<file path="src/rtl/priority_ctrl_sequencer_if.sv">
// Request, configuration-write and control-word bundle for priority_ctrl_sequencer.
// The sequencer connects through the slave modport; the driving side uses master.
interface priority_ctrl_sequencer_if #(
   parameter int unsigned NUM_REQ = 5,
   parameter int unsigned CTRL_W  = 8,
   parameter int unsigned SEQ_LEN = 4
);
   localparam int unsigned CH_W   = (NUM_REQ > 1) ? $clog2(NUM_REQ) : 1;
   localparam int unsigned STEP_W = (SEQ_LEN > 1) ? $clog2(SEQ_LEN) : 1;

   logic [NUM_REQ-1:0] req;
   logic               cfg_we;
   logic [CH_W-1:0]    cfg_ch;
   logic [STEP_W-1:0]  cfg_step;
   logic               cfg_len_sel;
   logic [CTRL_W-1:0]  cfg_data;
   logic [CTRL_W-1:0]  ctrl;
   logic               busy;
   logic [CH_W-1:0]    act_ch;
   logic               done;

   modport slave (
      input  req, cfg_we, cfg_ch, cfg_step, cfg_len_sel, cfg_data,
      output ctrl, busy, act_ch, done
   );

   modport master (
      output req, cfg_we, cfg_ch, cfg_step, cfg_len_sel, cfg_data,
      input  ctrl, busy, act_ch, done
   );
endinterface

</file>
<file path="src/rtl/priority_ctrl_sequencer.sv">
// Priority-arbitrated control-word sequencer: the winning request channel plays
// its run-time programmable micro-sequence onto a registered control word.
module priority_ctrl_sequencer #(
   parameter int unsigned           NUM_REQ   = 5,
   parameter int unsigned           CTRL_W    = 8,
   parameter int unsigned           SEQ_LEN   = 4,
   parameter int unsigned           PREEMPT   = 0,
   parameter logic [CTRL_W-1:0]     IDLE_WORD = '0
) (
   input  logic                       clk,
   input  logic                       rst_n,
   priority_ctrl_sequencer_if.slave   bus
);

   localparam int unsigned CH_W   = (NUM_REQ > 1) ? $clog2(NUM_REQ) : 1;
   localparam int unsigned STEP_W = (SEQ_LEN > 1) ? $clog2(SEQ_LEN) : 1;
   localparam int unsigned LEN_W  = $clog2(SEQ_LEN + 1);

   typedef enum logic {ST_IDLE, ST_RUN} state_t;

   state_t              r_state, w_state_nx;
   logic [STEP_W-1:0]   r_step, w_step_nx;
   logic [CH_W-1:0]     r_act_ch, w_act_nx;
   logic [CTRL_W-1:0]   r_ctrl, w_ctrl_nx;
   logic                r_busy, w_busy_nx;
   logic                r_done, w_done_nx;

   logic [CTRL_W-1:0]   r_word [NUM_REQ][SEQ_LEN];
   logic [LEN_W-1:0]    r_len  [NUM_REQ];
   logic [LEN_W-1:0]    w_len_nxt [NUM_REQ];

   logic                w_any;
   logic [CH_W-1:0]     w_win;
   logic                w_cfg_ch_ok, w_cfg_st_ok, w_word_we, w_len_we;
   logic [LEN_W-1:0]    w_len_wdata;
   logic                w_last, w_preempt, w_start;

   // Lowest set request index wins
   always_comb begin
      w_any = |bus.req;
      w_win = '0;
      for (int i = NUM_REQ - 1; i >= 0; i--) begin
         if (bus.req[i]) w_win = CH_W'(i);
      end
   end

   // Write decode; lengths are clamped into 1..SEQ_LEN before storage
   always_comb begin
      w_cfg_ch_ok = 32'(bus.cfg_ch) < NUM_REQ;
      w_cfg_st_ok = 32'(bus.cfg_step) < SEQ_LEN;
      w_word_we   = bus.cfg_we && !bus.cfg_len_sel && w_cfg_ch_ok && w_cfg_st_ok;
      w_len_we    = bus.cfg_we &&  bus.cfg_len_sel && w_cfg_ch_ok;
      if (bus.cfg_data == '0)
         w_len_wdata = LEN_W'(32'd1);
      else if (32'(bus.cfg_data) > SEQ_LEN)
         w_len_wdata = LEN_W'(SEQ_LEN);
      else
         w_len_wdata = LEN_W'(bus.cfg_data);
      for (int i = 0; i < NUM_REQ; i++) begin
         w_len_nxt[i] = (w_len_we && bus.cfg_ch == CH_W'(i)) ? w_len_wdata : r_len[i];
      end
   end

   always_ff @(posedge clk or negedge rst_n) begin
      if (!rst_n) begin
         for (int c = 0; c < NUM_REQ; c++) begin
            r_len[c] <= LEN_W'(32'd1);
            for (int s = 0; s < SEQ_LEN; s++) r_word[c][s] <= IDLE_WORD;
         end
      end else begin
         if (w_word_we) r_word[bus.cfg_ch][bus.cfg_step] <= bus.cfg_data;
         for (int c = 0; c < NUM_REQ; c++) r_len[c] <= w_len_nxt[c];
      end
   end

   // Next-state and output logic; done is predicted against the post-edge length
   always_comb begin
      w_state_nx = r_state;
      w_step_nx  = r_step;
      w_act_nx   = r_act_ch;
      w_ctrl_nx  = r_ctrl;
      w_busy_nx  = r_busy;
      w_done_nx  = 1'b0;
      w_start    = 1'b0;
      w_last     = 32'(r_len[r_act_ch]) <= 32'(r_step) + 32'd1;
      w_preempt  = (PREEMPT != 0) && w_any && (w_win < r_act_ch);

      case (r_state)
         ST_IDLE: w_start = w_any;
         ST_RUN: begin
            if (w_last || w_preempt) begin
               w_start = w_any;
               if (!w_any) begin
                  w_state_nx = ST_IDLE;
                  w_busy_nx  = 1'b0;
               end
            end else begin
               w_step_nx = r_step + STEP_W'(1);
               w_ctrl_nx = r_word[r_act_ch][w_step_nx];
               w_done_nx = 32'(w_len_nxt[r_act_ch]) <= 32'(r_step) + 32'd2;
            end
         end
         default: w_state_nx = ST_IDLE;
      endcase

      if (w_start) begin
         w_state_nx = ST_RUN;
         w_act_nx   = w_win;
         w_step_nx  = '0;
         w_ctrl_nx  = r_word[w_win][0];
         w_busy_nx  = 1'b1;
         w_done_nx  = 32'(w_len_nxt[w_win]) <= 32'd1;
      end
   end

   always_ff @(posedge clk or negedge rst_n) begin
      if (!rst_n) begin
         r_state  <= ST_IDLE;
         r_step   <= '0;
         r_act_ch <= '0;
         r_ctrl   <= IDLE_WORD;
         r_busy   <= 1'b0;
         r_done   <= 1'b0;
      end else begin
         r_state  <= w_state_nx;
         r_step   <= w_step_nx;
         r_act_ch <= w_act_nx;
         r_ctrl   <= w_ctrl_nx;
         r_busy   <= w_busy_nx;
         r_done   <= w_done_nx;
      end
   end

   assign bus.ctrl   = r_ctrl;
   assign bus.busy   = r_busy;
   assign bus.act_ch = r_act_ch;
   assign bus.done   = r_done;

endmodule

</file>
<file path="src/flat_wrapper.sv">
// flat-port wrapper written by rule: the top's interface ports become plain ports
module priority_ctrl_sequencer_flat 
#(
   parameter int unsigned           NUM_REQ   = 5,
   parameter int unsigned           CTRL_W    = 8,
   parameter int unsigned           SEQ_LEN   = 4,
   parameter int unsigned           PREEMPT   = 0,
   parameter logic [CTRL_W-1:0]     IDLE_WORD = '0
)
  (clk, rst_n, bus_req, bus_cfg_we, bus_cfg_ch, bus_cfg_step, bus_cfg_len_sel, bus_cfg_data, bus_ctrl, bus_busy, bus_act_ch, bus_done);
  priority_ctrl_sequencer_if #(.NUM_REQ(NUM_REQ), .CTRL_W(CTRL_W), .SEQ_LEN(SEQ_LEN)) bus_i ();
  input  logic clk;
  input  logic rst_n;
  input wire logic [$bits(bus_i.req)-1:0] bus_req;
  input wire logic [$bits(bus_i.cfg_we)-1:0] bus_cfg_we;
  input wire logic [$bits(bus_i.cfg_ch)-1:0] bus_cfg_ch;
  input wire logic [$bits(bus_i.cfg_step)-1:0] bus_cfg_step;
  input wire logic [$bits(bus_i.cfg_len_sel)-1:0] bus_cfg_len_sel;
  input wire logic [$bits(bus_i.cfg_data)-1:0] bus_cfg_data;
  output wire logic [$bits(bus_i.ctrl)-1:0] bus_ctrl;
  output wire logic [$bits(bus_i.busy)-1:0] bus_busy;
  output wire logic [$bits(bus_i.act_ch)-1:0] bus_act_ch;
  output wire logic [$bits(bus_i.done)-1:0] bus_done;
  assign bus_i.req = bus_req;
  assign bus_i.cfg_we = bus_cfg_we;
  assign bus_i.cfg_ch = bus_cfg_ch;
  assign bus_i.cfg_step = bus_cfg_step;
  assign bus_i.cfg_len_sel = bus_cfg_len_sel;
  assign bus_i.cfg_data = bus_cfg_data;
  assign bus_ctrl = bus_i.ctrl;
  assign bus_busy = bus_i.busy;
  assign bus_act_ch = bus_i.act_ch;
  assign bus_done = bus_i.done;
  priority_ctrl_sequencer #(.NUM_REQ(NUM_REQ), .CTRL_W(CTRL_W), .SEQ_LEN(SEQ_LEN), .PREEMPT(PREEMPT), .IDLE_WORD(IDLE_WORD)) u_core (.clk(clk), .rst_n(rst_n), .bus(bus_i));
endmodule
</file>
<file path="config.mk">
export PLATFORM = sky130hd
export DESIGN_NAME = priority_ctrl_sequencer_flat
export DESIGN_NICKNAME = d
export VERILOG_FILES = /design/src/rtl/priority_ctrl_sequencer_if.sv /design/src/rtl/priority_ctrl_sequencer.sv /design/src/flat_wrapper.sv
export SDC_FILE = /design/constraint.sdc
export NUM_CORES = 1
export LEC_CHECK = 0
export BUFFER_PORTS_ARGS = -buffer_cell sky130_fd_sc_hd__buf_2
export CAP_MARGIN = 20
export CORE_MARGIN = 1.5
export CORE_UTILIZATION = 56
export CTS_CLUSTER_DIAMETER = 100
export DETAILED_ROUTE_END_ITERATION = 16
export GPL_ROUTABILITY_DRIVEN = 0
export PLACE_DENSITY = 0.76
export SETUP_SLACK_MARGIN = 0.02
export SYNTH_ARGS = -nofsm -noshare
export SYNTH_HDL_FRONTEND = slang
export SYNTH_SLANG_ARGS = --single-unit
export TNS_END_PERCENT = 20
</file>
<file path="constraint.sdc">
create_clock -name clk -period 3.2 [get_ports clk]
set_input_delay 0.48 -clock clk [delete_from_list [all_inputs] [get_ports clk]]
set_output_delay 0.48 -clock clk [all_outputs]
set_load 0.005 [all_outputs]
</file>
; After elaboration in Yosys (flattened, before gate mapping)
; Cells that the tools add are included.
[word_totals]
out_inout_bits = 13
inputBits = 22
regBits = 191
[op_classes]
mux = 54
n_addsub = 3
n_eq_ne = 6
reduce_logical = 19
order_cmp = 12
n_bitwise = 6
[op_table]
columns = op, count
row1 = 32-bit binary-select mux with 3-bit select, 2
row2 = 160-bit bitwise mux, 1
row3 = 32-bit two-way mux, 5
row4 = 32-bit demux with 3-bit select, 1
row5 = 3-bit by 32-bit <= comparator with 1-bit output, 2
row6 = 3-bit two-way mux, 18
row7 = 8-bit two-way mux, 6
row8 = 3-bit binary-select mux with 3-bit select, 3
row9 = 8-bit binary-select mux with 2-bit select, 1
row10 = 8-bit demux with 2-bit select, 1
row11 = "4-bit >= comparator, second input constant", 3
row12 = 1-bit two-way mux, 12
row13 = 3-bit inverter with 4-bit output, 3
row14 = 1-bit logical AND, 11
row15 = "8-bit by 3-bit > comparator with 1-bit output, second input constant", 1
row16 = 8-bit logical NOT, 1
row17 = "3-bit by 2-bit == test with 1-bit output, second input constant", 2
row18 = "3-bit >= comparator, second input constant", 2
row19 = 2-bit two-way mux, 3
row20 = 2-bit inverter with 3-bit output, 2
row21 = 5-bit OR reduction, 1
row22 = "4-bit by 1-bit less-than comparator with 1-bit output, second input constant", 1
row23 = "2-bit != test, second input constant", 2
row24 = 2-bit nonzero test, 2
row25 = other kinds (14), 14

; Logic depth before layout (Yosys ltp)
[logic_depth]
depth_word = 11
depth_mapped = 18

; Least setup slack after synthesis
; OpenSTA, ideal clock, no wires.
[synth_timing]
path_type = register to register
from = reg u_core.r_act_ch[0] (netlist: u_core.bus.act_ch[0])
to = reg u_core.r_act_ch[1] (netlist: u_core.bus.act_ch[1])
stages_incl_launch_ff = 16
setup_ns = 0.136
arrival_ns = 2.980
n_path_buf = 6
path_slack_ns = 0.084
cell_sequence = dfrtp_1 > buf_4 > buf_6 > buf_6 > buf_4 > mux2_2 > o21ai_0 > o21ai_1 > ha_1 > nor2b_1 > o21a_1 > o211a_1 > clkbuf_1 > clkbuf_1 > o21ai_0 > o41ai_1
[synth_via]
elab_chain_cells = 7
[synth_rtl]
columns = element, line
row1 = "start, declared", priority_ctrl_sequencer.sv:23  ; logic [CH_W-1:0] r_act_ch, w_act_nx;
row2 = "start signal, assigned", priority_ctrl_sequencer.sv:127  ; r_act_ch <= w_act_nx;
row3 = 3-bit inverter with 4-bit output (not written as such), priority_ctrl_sequencer.sv:85  ; w_last = 32'(r_len[r_act_ch]) <= 32'(r_step) + 32'd1;
row4 = 3-bit binary-select mux with 3-bit select, priority_ctrl_sequencer.sv:85
row5 = 3-bit two-way mux (not written as such) (2 in series), priority_ctrl_sequencer.sv:85
row6 = 3-bit by 32-bit <= comparator with 1-bit output, priority_ctrl_sequencer.sv:85
row7 = 1-bit two-way mux, priority_ctrl_sequencer.sv:91  ; if (w_last || w_preempt) begin
row8 = 1-bit case mux with 2 select lines, priority_ctrl_sequencer.sv:88  ; case (r_state)
; No other way between the ends. The select of a mux whose other input is x is not followed.
; A chain may end at the register's enable or synchronous reset.

; Final worst setup path
; Same ends and word-level chain as after synthesis.

==> impl_summary.log <==
[metrics] outcome: complete, no violations
[metrics] Die ar.: 0.0180 mm^2
[metrics] Max-Slew Margin vs Limit: between 50% and 60%
[metrics] number of distinct standard cells referenced by the synthesized netlist: 65
[metrics] overall power: around 7.7 mW
[metrics] number of clock buffers inserted by TritonCTS: 17
[metrics] largest voltage drop on the vdd net: slightly above 0.5 mV
[metrics] global-route wire length before repair: between 30000 and 40000 um
[metrics] area growth from synthesis to layout: 10.2%
[metrics] multiplexer fraction of the synthesized cell area: a little under a third
[metrics] relative contribution of the clock network to total power: between 20% and 30%
[metrics] internal power: between 5 and 6 mW
[metrics] kind of end point of the critical path: flop
[metrics] total of cells resized after clock tree synthesis: 0
[metrics] global routing usage summed across all routing layers: between 20 and 30%
[metrics] buffer levels on the longest clock path: 2
[metrics] Hold Vio Cnt, Final: 0
[metrics] switching power as a share of total power: between 30% and 40%
[metrics] share of the clock period used by the worst path after layout: between 90 and 100%
[metrics] Core Rows: 47
[metrics] setup repair after global routing missed its margin: no
[metrics] initial DRC count: about 770
[metrics] sum of routed wire length over all layers: 24800 um
[metrics] clock-pin slew on the worst setup and hold paths: 70 ps
[metrics] number of antenna violations at the first check in global routing: 0
[metrics] Avg Inst Size Synth: between 10 and 15 um^2
[metrics] most common cell after layout, fill and taps aside: dfrtp_1
[metrics] Crit Path Max Fanout: 21
[metrics] insertion delay to the later sink of the worst-skew pair: ~430 ps
[metrics] Comb power frac: about a third
[metrics] Placeable Area: between 0.015 and 0.02 mm^2
[metrics] slew at the pin with the worst max-slew slack: roughly 630 ps
[metrics] count of pins on the block boundary: 35
[metrics] CTS tree: built
[metrics] Post-synth top flop: dfrtp_1
[metrics] fmax: between 300 and 400 MHz
[metrics] residual overflow from global routing: 0
[metrics] Psw: approximately 2.5 mW
[metrics] count of endpoints failing setup in the final report: 0
[metrics] R2R Setup Slk: 250 ps
[metrics] commonest non-fill, non-tap cells in the layout: dfrtp_1 (184), mux2_1 (83), mux2_2 (78), nand2_1 (63)
[metrics] vias in the first global route: between 6000 and 7000
[metrics] number of antenna repair diodes: 0
[metrics] Power Dens Cells: 722 mW/mm^2
[metrics] Layout Nets: a little over 800
[metrics] hpwl dp: between 15000 and 20000 um
[metrics] post-synthesis compound-gate area fraction: under 10%
[metrics] async set or reset register ratio after synthesis: between 90% and 100%
[metrics] cell count after synthesis: 766
[metrics] initial standard-cell utilization of the core: between 50% and 60%
[metrics] Fin Setup TNS: 0 ps
[metrics] Port-buffer cells: 34
[metrics] CTS root buffer: clkbuf_16
[metrics] Num Clock Sinks: approximately 190
[metrics] Die Y: about 130 um
[metrics] drt first pass iters: 5
[metrics] max-slew violation count: 0
[metrics] share of final-layout standard cells stronger than drive strength 1: a little over a quarter
[metrics] critical path class: reg -> reg
[metrics] class of the worst hold path: in -> async
[metrics] data arrival time of the critical path: 3240 ps
[metrics] number of nets with antenna violations after routing: 0
[metrics] largest family of logic cells by synthesized area: multiplexers
[metrics] Post-Synthesis Cell Area: 0.00966 mm^2
[metrics] hold-fix buffers at CTS: 0
[metrics] Avg WL per Cell: between 20 and 25 um
[metrics] largest net degree at the start of global routing: around 70
[metrics] kind of launch point of the worst setup path: flop
[metrics] max-cap violation count: 0
[metrics] Leak: a little under 5 nW
[metrics] Post-Route Skew: 10.5 ps
[metrics] sequential cell area fraction in the yosys report: 49.6%
[metrics] shortest period the worst path allows: slightly below 3000 ps
[metrics] H-tree lvl count: 4
[metrics] count of warnings emitted by yosys: 0
[metrics] required time at the endpoint of the critical path: between 3000 and 4000 ps
[metrics] part of the total power dissipated in sequential elements: about two fifths
[metrics] vias per inst: about 6.6
[metrics] total nets after synthesis: 795
[metrics] fraction of the mapped netlist area in adder cells: less than 1%
[metrics] die outline width: 134 um
[metrics] area share of and/or/nand/nor cells after synthesis: 7.80%
[metrics] via count of the routed design: just under 7000
[metrics] xor and xnor area share after synthesis: less than 1%
[metrics] Post-CTS Setup Inserts: 0
[metrics] DR DRC count: 0
[metrics] count of flip-flops with a built-in enable after synthesis: 0
[metrics] Seq cells post-synth: approximately 190
final cells by class:
cell class,instances,area [um^2]
fill,1271,6060
sequential,191,4790
multi-input combinational,507,4580
clock buffer,24,462
timing repair buffer,61,392
tap,220,275
clock inverter,7,87.6
inverter,13,48.8
worst max-delay path, cell delays in order, from the launching register on:
cell and delay, ps:
dfrtp_2 650, nor2b_1 280, o21ai_0 140, o21ai_0 140
o21ai_1 110, ha_1 330, nor2b_1 140, o21a_1 180
o211a_1 440, o21ai_0 280, o41ai_1 100
Yosys cell counts, types with 2 or more instances:
library cell	number	share of area (%)
o21ai_0	26	1.3
a21oi_1	25	1.3
nand3b_1	7	0.54
dfrtp_1	186	48
a221oi_1	2	0.18
nand2_1	63	2.4
nor2b_1	12	0.78
mux4_2	34	7.9
a31oi_1	3	0.19
nand2b_1	5	0.32
nor4_2	2	0.26
mux2_1	83	9.7
buf_2	7	0.36
nand4_1	3	0.19
o22ai_1	3	0.19
o211ai_1	11	0.86
mux2_2	78	9.1
nand3_1	8	0.41
buf_1	3	0.12
nor3_2	3	0.31
ha_1	7	0.91
nor3_1	12	0.62
mux2i_1	34	3.5
o21a_1	8	0.62
buf_4	2	0.16
nor2_1	19	0.74
o21ai_1	9	0.47
and3_1	2	0.13
nand4b_1	2	0.18
dfstp_2	5	1.4
clkbuf_1	41	1.6
inv_1	12	0.47
o311a_1	2	0.21
buf_6	2	0.23
o221ai_1	15	1.4
through the flow:
stage / area [um^2] / hold slack, ps / worst slack [ps] / std cells / utilization (%)
finish: 10600 / 28.4 / 250 / 1023 / 63.7
global route: 10600 / 50.8 / 81.2 / 1023 / 63.7
CTS: 10600 / 31.3 / 270 / 1023 / 63.7
detailed placement: 10100 / 473 / 218 / 992 / 60.4
global placement: 10100 / 458 / 283 / 992 / 60.4
floorplan: 9660 / 184 / 84.4 / 766 / -
state kept, by name, summed over array words and instances, names as in the netlist:
name and cells:
u_core.r_state 1, u_core.bus.busy 1, u_core.r_len 15, u_core.r_word 160
u_core.bus.ctrl 8, u_core.r_step 2, u_core.bus.done 1, u_core.bus.act_ch 3
power groups by stage:
| stage | registers, mW | clock network, mW | logic, mW |
|---|---|---|---|
| 2_1_floorplan | 2.99 | 0 | 1.87 |
| 3_3_place_gp | 3.07 | 0 | 2.48 |
| 3_5_place_dp | 3.10 | 0 | 2.53 |
| 4_1_cts | 3.06 | 2.05 | 2.56 |
| 5_1_grt | 3.11 | 2.16 | 2.75 |
| 6_report | 3.07 | 2.04 | 2.57 |
path summary, 6_finish.rpt:
| kind | start | cells past startpoint | endpoint |
|---|---|---|---|
| worst min-delay path | rst_n | 1 | u_core.r_len[7] |
| worst min register to register | u_core.r_word[52] | 1 | u_core.r_word[52] |
| worst max register to register | u_core.bus.act_ch[0] | 10 | u_core.bus.act_ch[1] |
| max in group asynchronous | rst_n | 2 | u_core.r_word[19] |
| min in group clk | u_core.r_word[52] | 1 | u_core.r_word[52] |
| worst max-delay path | u_core.bus.act_ch[0] | 10 | u_core.bus.act_ch[1] |
metal layers:
| metal | up-vias | global-route usage [%] | wire length [um] |
|---|---|---|---|
| met4 | 0 | 13.0 | 871 |
| met5 | - | 0 | 0 |
| li1 | 2893 | - | - |
| met2 | 333 | 45.6 | 12000 |
| met1 | 3497 | 40.7 | 10200 |
| met3 | 53 | 4.72 | 1700 |
cells by family after synthesis:
kind of cell,after synthesis
buffers and inverters,68
multiplexers,229
AND/OR/NAND/NOR,148
AO/OA/AOI/OAI,122
flip-flops,191
adder cells (fa/ha/maj),7
XOR/XNOR,1
No activity file was read; power rests on OpenSTA's default activity.
